`src/rtl/fifo_stream_reader_pkg.sv`:
```
// Shared FIFO parameter defaults, imported by blocks that sit beside the FIFO top.
package fifo_stream_reader_pkg;

  localparam int unsigned FifoWidth = 8;

endpackage

```
`src/rtl/fifo_stream_reader.sv`:
```
// Converts a FIFO read port with one-cycle read latency into a valid/ready stream
// through a two-entry skid buffer, sustaining one word per cycle.
module fifo_stream_reader
  import fifo_stream_reader_pkg::*;
#(
  parameter int unsigned WIDTH     = FifoWidth,
  parameter int unsigned BUF_DEPTH = 2
) (
  input  logic             clk,
  input  logic             rst_n,
  input  logic             fifo_empty,
  output logic             fifo_read_req,
  input  logic [WIDTH-1:0] ram_read_data,
  input  logic             flush,
  output logic             dout_valid,
  input  logic             dout_ready,
  output logic [WIDTH-1:0] dout_data
);

  if (BUF_DEPTH != 2) begin : g_bad_depth
    $error("fifo_stream_reader supports BUF_DEPTH == 2 only");
  end

  logic [1:0]       occ_q, occ_d;
  logic             inflight_q;
  logic             head_q, head_d;
  logic [WIDTH-1:0] buf_q [BUF_DEPTH];
  logic [WIDTH-1:0] buf_d [BUF_DEPTH];

  logic       pop;
  logic       wr_en;
  logic       tail;
  logic [2:0] committed;

  assign dout_valid = (occ_q != 2'd0);
  assign dout_data  = buf_q[head_q];
  assign pop        = dout_valid & dout_ready;
  assign wr_en      = inflight_q & ~flush;
  // With two entries, head + occ wraps so a full buffer writes the slot being popped.
  assign tail       = head_q ^ occ_q[0];
  assign committed  = {1'b0, occ_q} + {2'b00, inflight_q};

  // Combinational from dout_ready so a draining buffer can refill every cycle.
  assign fifo_read_req = rst_n & ~fifo_empty & ~flush & (committed <= 3'd1 + {2'b00, pop});

  always_comb begin
    occ_d  = occ_q;
    head_d = head_q;
    buf_d  = buf_q;
    if (pop) begin
      head_d = ~head_q;
    end
    if (wr_en) begin
      buf_d[tail] = ram_read_data;
    end
    if (flush) begin
      occ_d = 2'd0;
    end else begin
      occ_d = occ_q + {1'b0, wr_en} - {1'b0, pop};
    end
  end

  always_ff @(posedge clk or negedge rst_n) begin
    if (!rst_n) begin
      occ_q      <= 2'd0;
      inflight_q <= 1'b0;
      head_q     <= 1'b0;
      buf_q      <= '{default: '0};
    end else begin
      occ_q      <= occ_d;
      inflight_q <= fifo_read_req;
      head_q     <= head_d;
      buf_q      <= buf_d;
    end
  end

  a_no_overflow: assert property (@(posedge clk) disable iff (!rst_n)
    !(wr_en && occ_q == 2'd2 && !pop));

endmodule

```
`config.mk`:
```
export PLATFORM = sky130hd
export DESIGN_NAME = fifo_stream_reader
export DESIGN_NICKNAME = d
export VERILOG_FILES = /design/src/rtl/fifo_stream_reader_pkg.sv /design/src/rtl/fifo_stream_reader.sv
export SDC_FILE = /design/constraint.sdc
export NUM_CORES = 1
export LEC_CHECK = 0
export ABC_AREA = 1
export ABC_CLOCK_PERIOD_IN_PS = 4700
export BUFFER_PORTS_ARGS = -buffer_cell sky130_fd_sc_hd__buf_4
export CORE_MARGIN = 1.5
export CORE_UTILIZATION = 41
export CTS_CLUSTER_DIAMETER = 80
export DETAILED_ROUTE_END_ITERATION = 8
export GPL_ROUTABILITY_DRIVEN = 1
export PLACE_DENSITY = 0.6
export REMOVE_ABC_BUFFERS = 1
export SYNTH_ARGS = -nofsm -noshare
export SYNTH_HDL_FRONTEND = slang
export SYNTH_SLANG_ARGS = --single-unit
export TNS_END_PERCENT = 10
```
`constraint.sdc`:
```
create_clock -name clk -period 4.7 [get_ports clk]
set_clock_uncertainty 0.2 [all_clocks]
set_input_delay 0.94 -clock clk [delete_from_list [all_inputs] [get_ports clk]]
set_output_delay 0.94 -clock clk [all_outputs]
set_load 0.01 [all_outputs]
```
==> results of run 1 <==
power by group:
group | internal [mW] | switching [mW] | leakage, nW
combinational | 0.174 | 0.254 | 0.515
clock | 0.0862 | 0.0579 | 0.0279
sequential | 0.246 | 0.0597 | 0.257
total | 0.506 | 0.372 | 0.800
sequential cells by signal (all words and copies together) (netlist names):
register	flops
inflight_q	1
head_q	1
buf_q	16
occ_q	2
kinds of logic after synthesis:
kind of cell | after synthesis | share of synthesized area [%]
compound gates | 2 | 0.894
buf+inv | 17 | 7.71
simple gates | 95 | 38.5
xor+xnor | 1 | 0.782
fa+ha+maj | 6 | 7.37
flops | 20 | 44.7
worst max-delay path, stage by stage:
cell and delay, ps:
buf_4 110, nand2_1 140, inv_1 80, fa_1 460, nor2_1 150, nand2_1 70
a21oi_1 190, buf_4 150
cells in the final DEF, fill, tap and decap left out:
| cell type | n |
|---|---|
| fa_1 | 1 |
| nor2_1 | 4 |
| inv_1 | 11 |
| ha_1 | 5 |
| inv_2 | 3 |
| nand3_1 | 17 |
| nand2_2 | 3 |
| nand2_4 | 4 |
| a21oi_1 | 2 |
| clkbuf_4 | 3 |
| nor2_8 | 1 |
| nand2_1 | 66 |
| buf_4 | 22 |
| bufinv_16 | 1 |
| dfrtp_1 | 20 |
| xor2_1 | 1 |
routing by layer:
metal	track usage [%]	vias to the layer above	wire length [µm]
met1	23.5	454	1110
li1	-	478	-
met3	2.34	2	60
met4	6.27	0	10
met2	27.4	11	1160
met5	0	-	0
layout make-up:
cell class / instances / area (µm²) / area share (%)
timing repair buffer: 22 / 165 / 12.3
sequential: 20 / 500 / 37.3
clock inverter: 1 / 30.0 / 2.24
multi-input combinational: 104 / 533 / 39.7
inverter: 14 / 52.6 / 3.92
tap: 30 / 37.5 / 2.80
clock buffer: 3 / 22.5 / 1.68
through the flow:
| stage | setup WS [ps] | power, mW | instances | hold slack [ps] | instance area, µm² |
|---|---|---|---|---|---|
| floorplan | 1560 | 0.576 | 138 | 242 | 1090 |
| global placement | 1370 | 0.729 | 190 | 254 | 1290 |
| detailed placement | 1280 | 0.744 | 190 | 259 | 1290 |
| CTS | 1270 | 0.888 | 194 | 289 | 1340 |
| global route | 1160 | 0.958 | 194 | 286 | 1340 |
| finish | 1260 | 0.878 | 194 | 283 | 1340 |
final timing paths:
path | startpoint | endpoint | depth (start not counted)
max reg2reg | occ_q[0] | inflight_q | 8
min | rst_n | buf_q[5] | 1
min reg2reg | buf_q[1] | buf_q[1] | 2
max in group asynchronous | rst_n | occ_q[1] | 1
min in group clk | buf_q[1] | buf_q[1] | 2
max | dout_ready | fifo_read_req | 8
==> metrics.txt, run 1 <==
status complete, no violations; post-route clock period utilization 73.2%; PortBufs 22; num rows 18; R2R setup slack between 2000 and 3000 ps; Final min period about 3400 ps; final core utilization 53.2%; post-CTS setup buffers 0; share of layout cells above drive strength 1 a little under a quarter; Least-Margin Pin Slew roughly 450 ps; Synth cell types 16; Avg Vias per Cell 4.87; first-pass GRT wire length roughly 4200 µm; vias in the first global route 893; dominant synthesized flop cell dfrtp_1; CP Launch Type primary input; WP data required between 3000 and 4000 ps; average footprint of a synthesized cell 7.94 µm²; Longest Clk Path Bufs 2; CTS tree built; Vias between 900 and 1000; CTS clk-pin slew, worst paths between 100 and 150 ps; # IOs 23; core area around 0.0025 mm²; routed len/inst about 12 µm; Critical Path Sink Type output port; DR pass1 iterations 4; HP Class in -> async; GP Congestion ~0.85; Synth Register Bits 20; f_max between 0.2 and 0.3 GHz; final WL ~2300 µm; Max-slew headroom 70.1%; Gates resized, CTS repair 0; hpwl dp approximately 1600 µm; Worst EP arrival ~2300 ps; Die Area 0.00305 mm²; final setup TNS 0 ps; Post-Synthesis Cells ~140; drt drc 0; top-area cell type share of the netlist area 44.7%; die width approximately 55 µm; DR iter-0 viols 14; H-tree levels 1; LEAKAGE between 0.7 and 0.8 nW; Initial Util about 44%; Yosys top cell by area dfrtp_1; Synth area leaders dfrtp_1 45%, nand2_1 22%, nand3_1 7.6%, ha_1 5.6%, nand2_4 4.0%; antenna violations before repair 0; sequential-to-total area share from yosys stat between 40% and 50%; Clock Sinks 20; CP Max Fanout 4; max-slew violation count 0; critical path type in -> out; Post-synth EDFFs 0; Num CTS Buffers 3; ANT cells 0; cell with the most instances after synthesis nand2_1; Final Net Count ~180; unrepaired setup endpoints after global routing false; hold_buf cts 0; remaining global-route overflow 0; P&R area growth vs syn 19.8%; Final ANT Viol Nets 0; worst skew pair latency around 300 ps; PD cells 655 mW/mm²; GRT Total Usage about 17%; YS warnings 0; FFs w/ async S/R, synth between 90% and 100%; final hold violation count 0; # fillers around 270; Max-Cap Viols 0; Die H between 50 and 60 µm; Final setup viols 0; clock root buffer clkbuf_4; largest net degree at the start of global routing 22; Peak VDD IR around 0.35 mV; Post-synth top cells 66 x nand2_1, 20 x dfrtp_1, 17 x nand3_1, 11 x inv_1, 5 x ha_1; Mapped Area between 0.001 and 0.0015 mm²
No activity file was read; power rests on OpenSTA's default activity.
==> run 2, diff against run 1 <==
Settings changed: ABC_AREA 1 to 0, ABC_CLOCK_PERIOD_IN_PS 4700 to 2810, PLACE_DENSITY 0.6 to 0.62.
Clock period 4.7 ns to 2.81 ns, I/O delays scaled along.
==> metrics.txt, run 2 <==
GRT Total Usage 14.2% (-2.9 points); final WL 1770 µm (-25%); remaining global-route overflow 0 (unchanged); core area 0.00245 mm² (-2.7%); Critical Path Max Stage Delay 510 ps (+50 ps); Longest Clk Path Bufs 2 (unchanged); max layer used met4; f_max about 0.33 GHz; Clock Sinks 20 (unchanged); first-pass GRT wire length 2860 µm (-31%); # IOs 23 (unchanged); critical path type reg -> out; critical path's top delay family simple AND/OR/NAND/NOR gates; WP data required 2050 ps (-1510 ps); Crit path depth 7 (-1); registers with the most flip-flops buf_q (16), occ_q (2); FFs w/ async S/R, synth 100% (unchanged); Num CTS Buffers 3 (unchanged); final hold violation count 0 (unchanged); reg2reg path depth 10 (+2); max-slew violation count 0 (unchanged); antenna violations before repair 0 (unchanged); Synth cell types 19 (+3); Worst EP arrival 2230 ps (-70 ps); Die H 53.9 µm (-2.5%); num rows 18 (unchanged); DP Area 0.00127 mm² (-1.4%); Avg Vias per Cell 4.74 (-2.7%); dominant synthesized flop cell dfrtp_1; most common cell after layout, fill and taps aside buf_4; status finished with violations; top-area cell type share of the netlist area 47.2% (+2.5 points); worst skew pair latency 290 ps (about the same); P&R area growth vs syn 28.8%; WP buf/inv 1 (-2); largest net degree at the start of global routing 22 (unchanged); ANT cells 0 (unchanged); CP Cell Sequence or2_4, and2_4, fa_1, o31a_1, a21oi_2, nor4b_2, buf_4; CP Launch Type register; CTS tree built; failing checks negative setup slack; CTS clk-pin slew, worst paths 110 ps (-20 ps); vias in the first global route 672 (-25%); Max-Cap Viols 0 (unchanged); share of layout cells above drive strength 1 62.5% (+40 points); Initial Util 43.2% (-1.2 points); routed len/inst 13.2 µm (+9.1%); Post-synth EDFFs 0 (unchanged); Post-synth top cells 20 x dfrtp_1, 16 x mux2_2, 8 x mux2_4, 5 x ha_1, 5 x inv_1; routed wl met3 60 µm (unchanged); YS warnings 0 (unchanged); LEAKAGE 0.661 nW (-17%); Max-slew headroom 69.2% (-0.84 points); hpwl dp 1250 µm (-24%); average footprint of a synthesized cell 14.5 µm² (+83%); Peak VDD IR 0.549 mV (+58%); sequential-to-total area share from yosys stat 47.2% (+2.5 points); H-tree levels 1 (unchanged); area of the multi-input gates 537 µm² (+0.70%); cell with the most instances after synthesis dfrtp_1; Yosys top cell by area dfrtp_1; Final Total Pwr 1.39 mW (+58%); Slowest-stage cell, CP fa_1; Post-Synthesis Cells 73 (-48%); Mapped Area 0.00106 mm² (-5.3%); post-route cell area 0.00137 mm² (+1.9%); PD cells 1010 mW/mm² (+55%); Synth area leaders dfrtp_1 47%, mux2_2 17%, mux2_4 11%, ha_1 5.9%, xnor2_1 2.5%; clock root buffer clkbuf_4; Least-Margin Pin Slew 461 ps (+12.6 ps); Hold Path Depth 2; Final Net Count 124 (-33%); DR pass1 iterations 2 (-2); DR iter-0 viols 4 (-10); GP Congestion 0.727 (-15%); die width 53.9 µm (-2.5%); final setup margin -180 ps (-1440 ps); PortBufs 22 (unchanged); Vias 635 (-33%); # fillers 208 (-22%); CP Max Fanout 2 (-2); M1 wire length 793 µm (-29%); Critical Path Sink Type output port; Final ANT Viol Nets 0 (unchanged); HP Class in -> reg; met2 WL 899 µm (-23%); largest reg by FF count buf_q; drt drc 0 (unchanged); Final setup viols 1 (+1); post-route clock period utilization 106%; Final min period ~3000 ps; max FFs per register 16 (unchanged); Die Area 0.00290 mm² (-5.0%); Synth Register Bits 20 (unchanged); most frequent cells in the layout 28 x buf_4, 20 x dfrtp_1, 16 x mux2_2; FF/Latch Area 500 µm² (unchanged); unrepaired setup endpoints after global routing true
run 2: cell types whose count changed after synthesis, moves of 4 or more:
cell and change:
nand2_1 -66, mux2_4 +8, inv_1 -6, nand3_1 -17, mux2_2 +16, nand2_4 -4
run 2: worst register-to-register path: cells and delay by family, from the launching register on:
kind / cells / cell delay (ps)
buffers and inverters: 5 / 590
AOI/OAI and AO/OA: 2 / 370
and+or+nand+nor: 1 / 70
adders and majority gates: 2 / 630
DFF: 1 / 400
run 2: per-layer routing:
| layer | track usage (%) | vias up |
|---|---|---|
| met2 | 22.8 | 12 |
| met5 | 0 | - |
| li1 | - | 308 |
| met1 | 18.0 | 313 |
| met3 | 2.50 | 2 |
| met4 | 7.69 | 0 |
run 2: area by class of cell:
type	instances	area share, %
Tap cell	30	2.75
Clock buffer	3	1.65
Timing Repair Buffer	29	16.1
Inverter	5	1.37
Multi-Input combinational cell	46	39.3
Clock inverter	1	2.20
Sequential cell	20	36.6
run 2: cell families (layout without fill, tap and decap cells):
logic type / count (synthesis) / after routing / share of synthesized area (%)
muxes: 24 / 24 / 28.3
xor gates and xnor gates: 4 / 4 / 4.01
adders and majority gates: 6 / 6 / 7.78
DFF: 20 / 20 / 47.2
buffers and inverters: 7 / 38 / 3.89
and+or+nand+nor: 10 / 10 / 7.55
AOI/OAI and AO/OA: 2 / 2 / 1.30
run 2: through the flow:
step                worst slack, ps  utilization (%)  hold WS, ps  TNS (ps)  instances
global placement               20.4             51.8          258         0        127
finish                         -180             55.7          241      -180        134
detailed placement            -43.2             51.8          260     -43.2        127
global route                   -298             55.7          230      -298        134
CTS                            -186             55.4          238      -186        133
floorplan                     -49.7                -         66.4     -49.7         71
run 2: path summary, 6_finish.rpt:
| path | endpoint | slack, ps | start |
|---|---|---|---|
| setup / recovery | fifo_read_req | -180 | occ_q[0] |
| hold / removal | occ_q[0] | 240 | flush |
| setup reg to reg | inflight_q | 470 | occ_q[0] |
| hold reg to reg | buf_q[6] | 310 | buf_q[6] |
| max in group asynchronous | occ_q[1] | 1740 | rst_n |
| min in group asynchronous | buf_q[15] | 450 | rst_n |
run 2: power by group:
| part | switching, mW | internal, mW |
|---|---|---|
| Clock | 0.0919 | 0.144 |
| Combinational | 0.225 | 0.423 |
| Sequential | 0.0900 | 0.412 |
run 2: what timing repair did:
item / 4_1_cts / 5_1_grt
endpoints found under the hold margin: 20 / 0
hold buffers: 1 / 0
resized for setup: 5 / 0
endpoints found under the setup margin: 1 / 1
pin swaps: 6 / 1
setup buffers: 1 / 1
==> run 3, diff against run 2 <==
Settings changed: CORE_ASPECT_RATIO from default to 1.5.
==> metrics.txt, run 3 (same netlist as run 2, synthesis figures left out) <==
largest net degree at the start of global routing 21 (-4.5%); clock root buffer clkbuf_4; LEAKAGE 0.637 nW (-3.7%); Peak VDD IR 0.384 mV (-30%); Die H 65.3 µm (+21%); Final Total Pwr 1.28 mW (-7.7%); share of layout cells above drive strength 1 62.4% (-0.12 points); f_max 0.338 GHz (+1.1%); failing checks design-rule violations, negative setup slack; Longest Clk Path Bufs 2 (unchanged); Slowest-stage cell, CP fa_1; P&R area growth vs syn 23.6%; remaining global-route overflow 0 (unchanged); DR iter-0 viols 5 (+1); final setup margin -146 ps (+33.5 ps); vias in the first global route 735 (+9.4%); core area 0.00245 mm² (-0.20%); final hold violation count 0 (unchanged); critical path type reg -> out; CTS tree built; PortBufs 22 (unchanged); Max-Cap Viols 0 (unchanged); final WL 1840 µm (+4.1%); critical path's top delay family simple AND/OR/NAND/NOR gates; hpwl dp 1320 µm (+5.6%); FF/Latch Area 500 µm² (unchanged); Num CTS Buffers 3 (unchanged); Avg Vias per Cell 5.02 (+6.0%); die width 44.5 µm (-17%); drt drc 2 (+2); Final setup viols 1 (unchanged); CTS clk-pin slew, worst paths 100 ps (about the same); GP Congestion 0.721 (-0.78%); R2R Path End inflight_q; worst skew pair latency 290 ps (about the same); reg-to-reg startpoint occ_q[0]; largest reg by FF count buf_q; ANT cells 0 (unchanged); max FFs per register 16 (unchanged); Worst EP arrival 2190 ps (-40 ps); dpl cells 120 (-5.5%); CP Max Fanout 2 (unchanged); post-route clock period utilization 105% (-1.2 points); Final min period 2960 ps (-33.5 ps); Critical Path Sink Type output port; DR pass1 iterations 5 (+3); num rows 22 (+4); WP buf/inv 1 (unchanged); unrepaired setup endpoints after global routing true; Clock Sinks 20 (unchanged); H-tree levels 1 (unchanged); first-pass GRT wire length 3350 µm (+17%); registers with the most flip-flops buf_q (16), occ_q (2); Final ANT Viol Nets 0 (unchanged); most common cell after layout, fill and taps aside buf_4; Final Net Count 122 (-1.6%); Vias 628 (-1.1%); launch point of the worst path occ_q[0]; reg2reg path depth 7 (-3); HP Class in -> async; CP Cell Sequence or2_4, and2_4, fa_1, o31a_1, a21oi_2, nor4b_2, buf_4; hold_buf cts 0 (-1); Layout Cells excl Fill 125 (-6.7%); CP Launch Type register; most frequent cells in the layout 27 x buf_4, 20 x dfrtp_1, 16 x mux2_2; routed len/inst 14.7 µm (+12%); # IOs 23 (unchanged); PD cells 976 mW/mm² (-3.8%); Critical Path Max Stage Delay 500 ps (about the same); status finished with violations; Max-slew headroom 66.4% (-2.9 points); area of the multi-input gates 537 µm² (unchanged); max-slew violation count 0 (unchanged); GRT Total Usage 15.7% (+1.5 points); R2R setup slack 670 ps (+200 ps); Die Area 0.00291 mm² (+0.22%); final hold slack 37.8 ps (-203 ps); antenna violations before repair 0 (unchanged); Least-Margin Pin Slew 505 ps (+43.1 ps); WP data required 2050 ps (about the same); # fillers 218 (+4.8%); Initial Util 43.3% (+0.088 points)
run 3: where the power goes:
group	internal [mW]	switching, mW	leakage (nW)
logic	0.419	0.228	0.372
clock network	0.0498	0.0789	0.0138
registers	0.413	0.0913	0.251
total	0.882	0.398	0.637
run 3: how the worst max path moves through the flow:
stage	end	slack (ps)	cells past startpoint
floorplan	fifo_read_req	-50	6
global placement	fifo_read_req	30	7
detailed placement	fifo_read_req	-40	7
CTS	fifo_read_req	-180	7
global route	fifo_read_req	-250	8
finish	fifo_read_req	-150	7
run 3: routing by layer:
layer  track usage, %  vias to the layer above  part of all wire, %
li1                 -                      304                    -
met1             19.6                      307                   43
met2             25.4                       15                   51
met3             2.47                        2                  4.5
met4             7.95                        0                  1.1
met5                0                        -                    0
run 3: layout make-up:
class | count | share of cell area (%)
clock buffer | 3 | 1.72
inverter | 5 | 1.43
multi-input combinational | 46 | 40.9
sequential | 20 | 38.2
tap | 24 | 2.29
timing repair buffer | 27 | 15.5
run 3: through the flow:
stage	TNS, ps	util, %	setup slack [ps]	area [µm²]
CTS	-184	53.2	-184	1300
detailed placement	-36.3	51.3	-36.3	1260
floorplan	-49.7	-	-49.7	1040
global placement	0	51.3	30.7	1260
global route	-255	53.5	-255	1310
finish	-146	53.5	-146	1310
run 3: repair_timing:
action / 4_1_cts / 5_1_grt
pin swaps: 6 / 1
hold endpoints to repair: 0 / 0
setup endpoints to repair: 1 / 1
setup buffers: 1 / 1
cloned: 0 / 0
gates resized for setup: 5 / 0
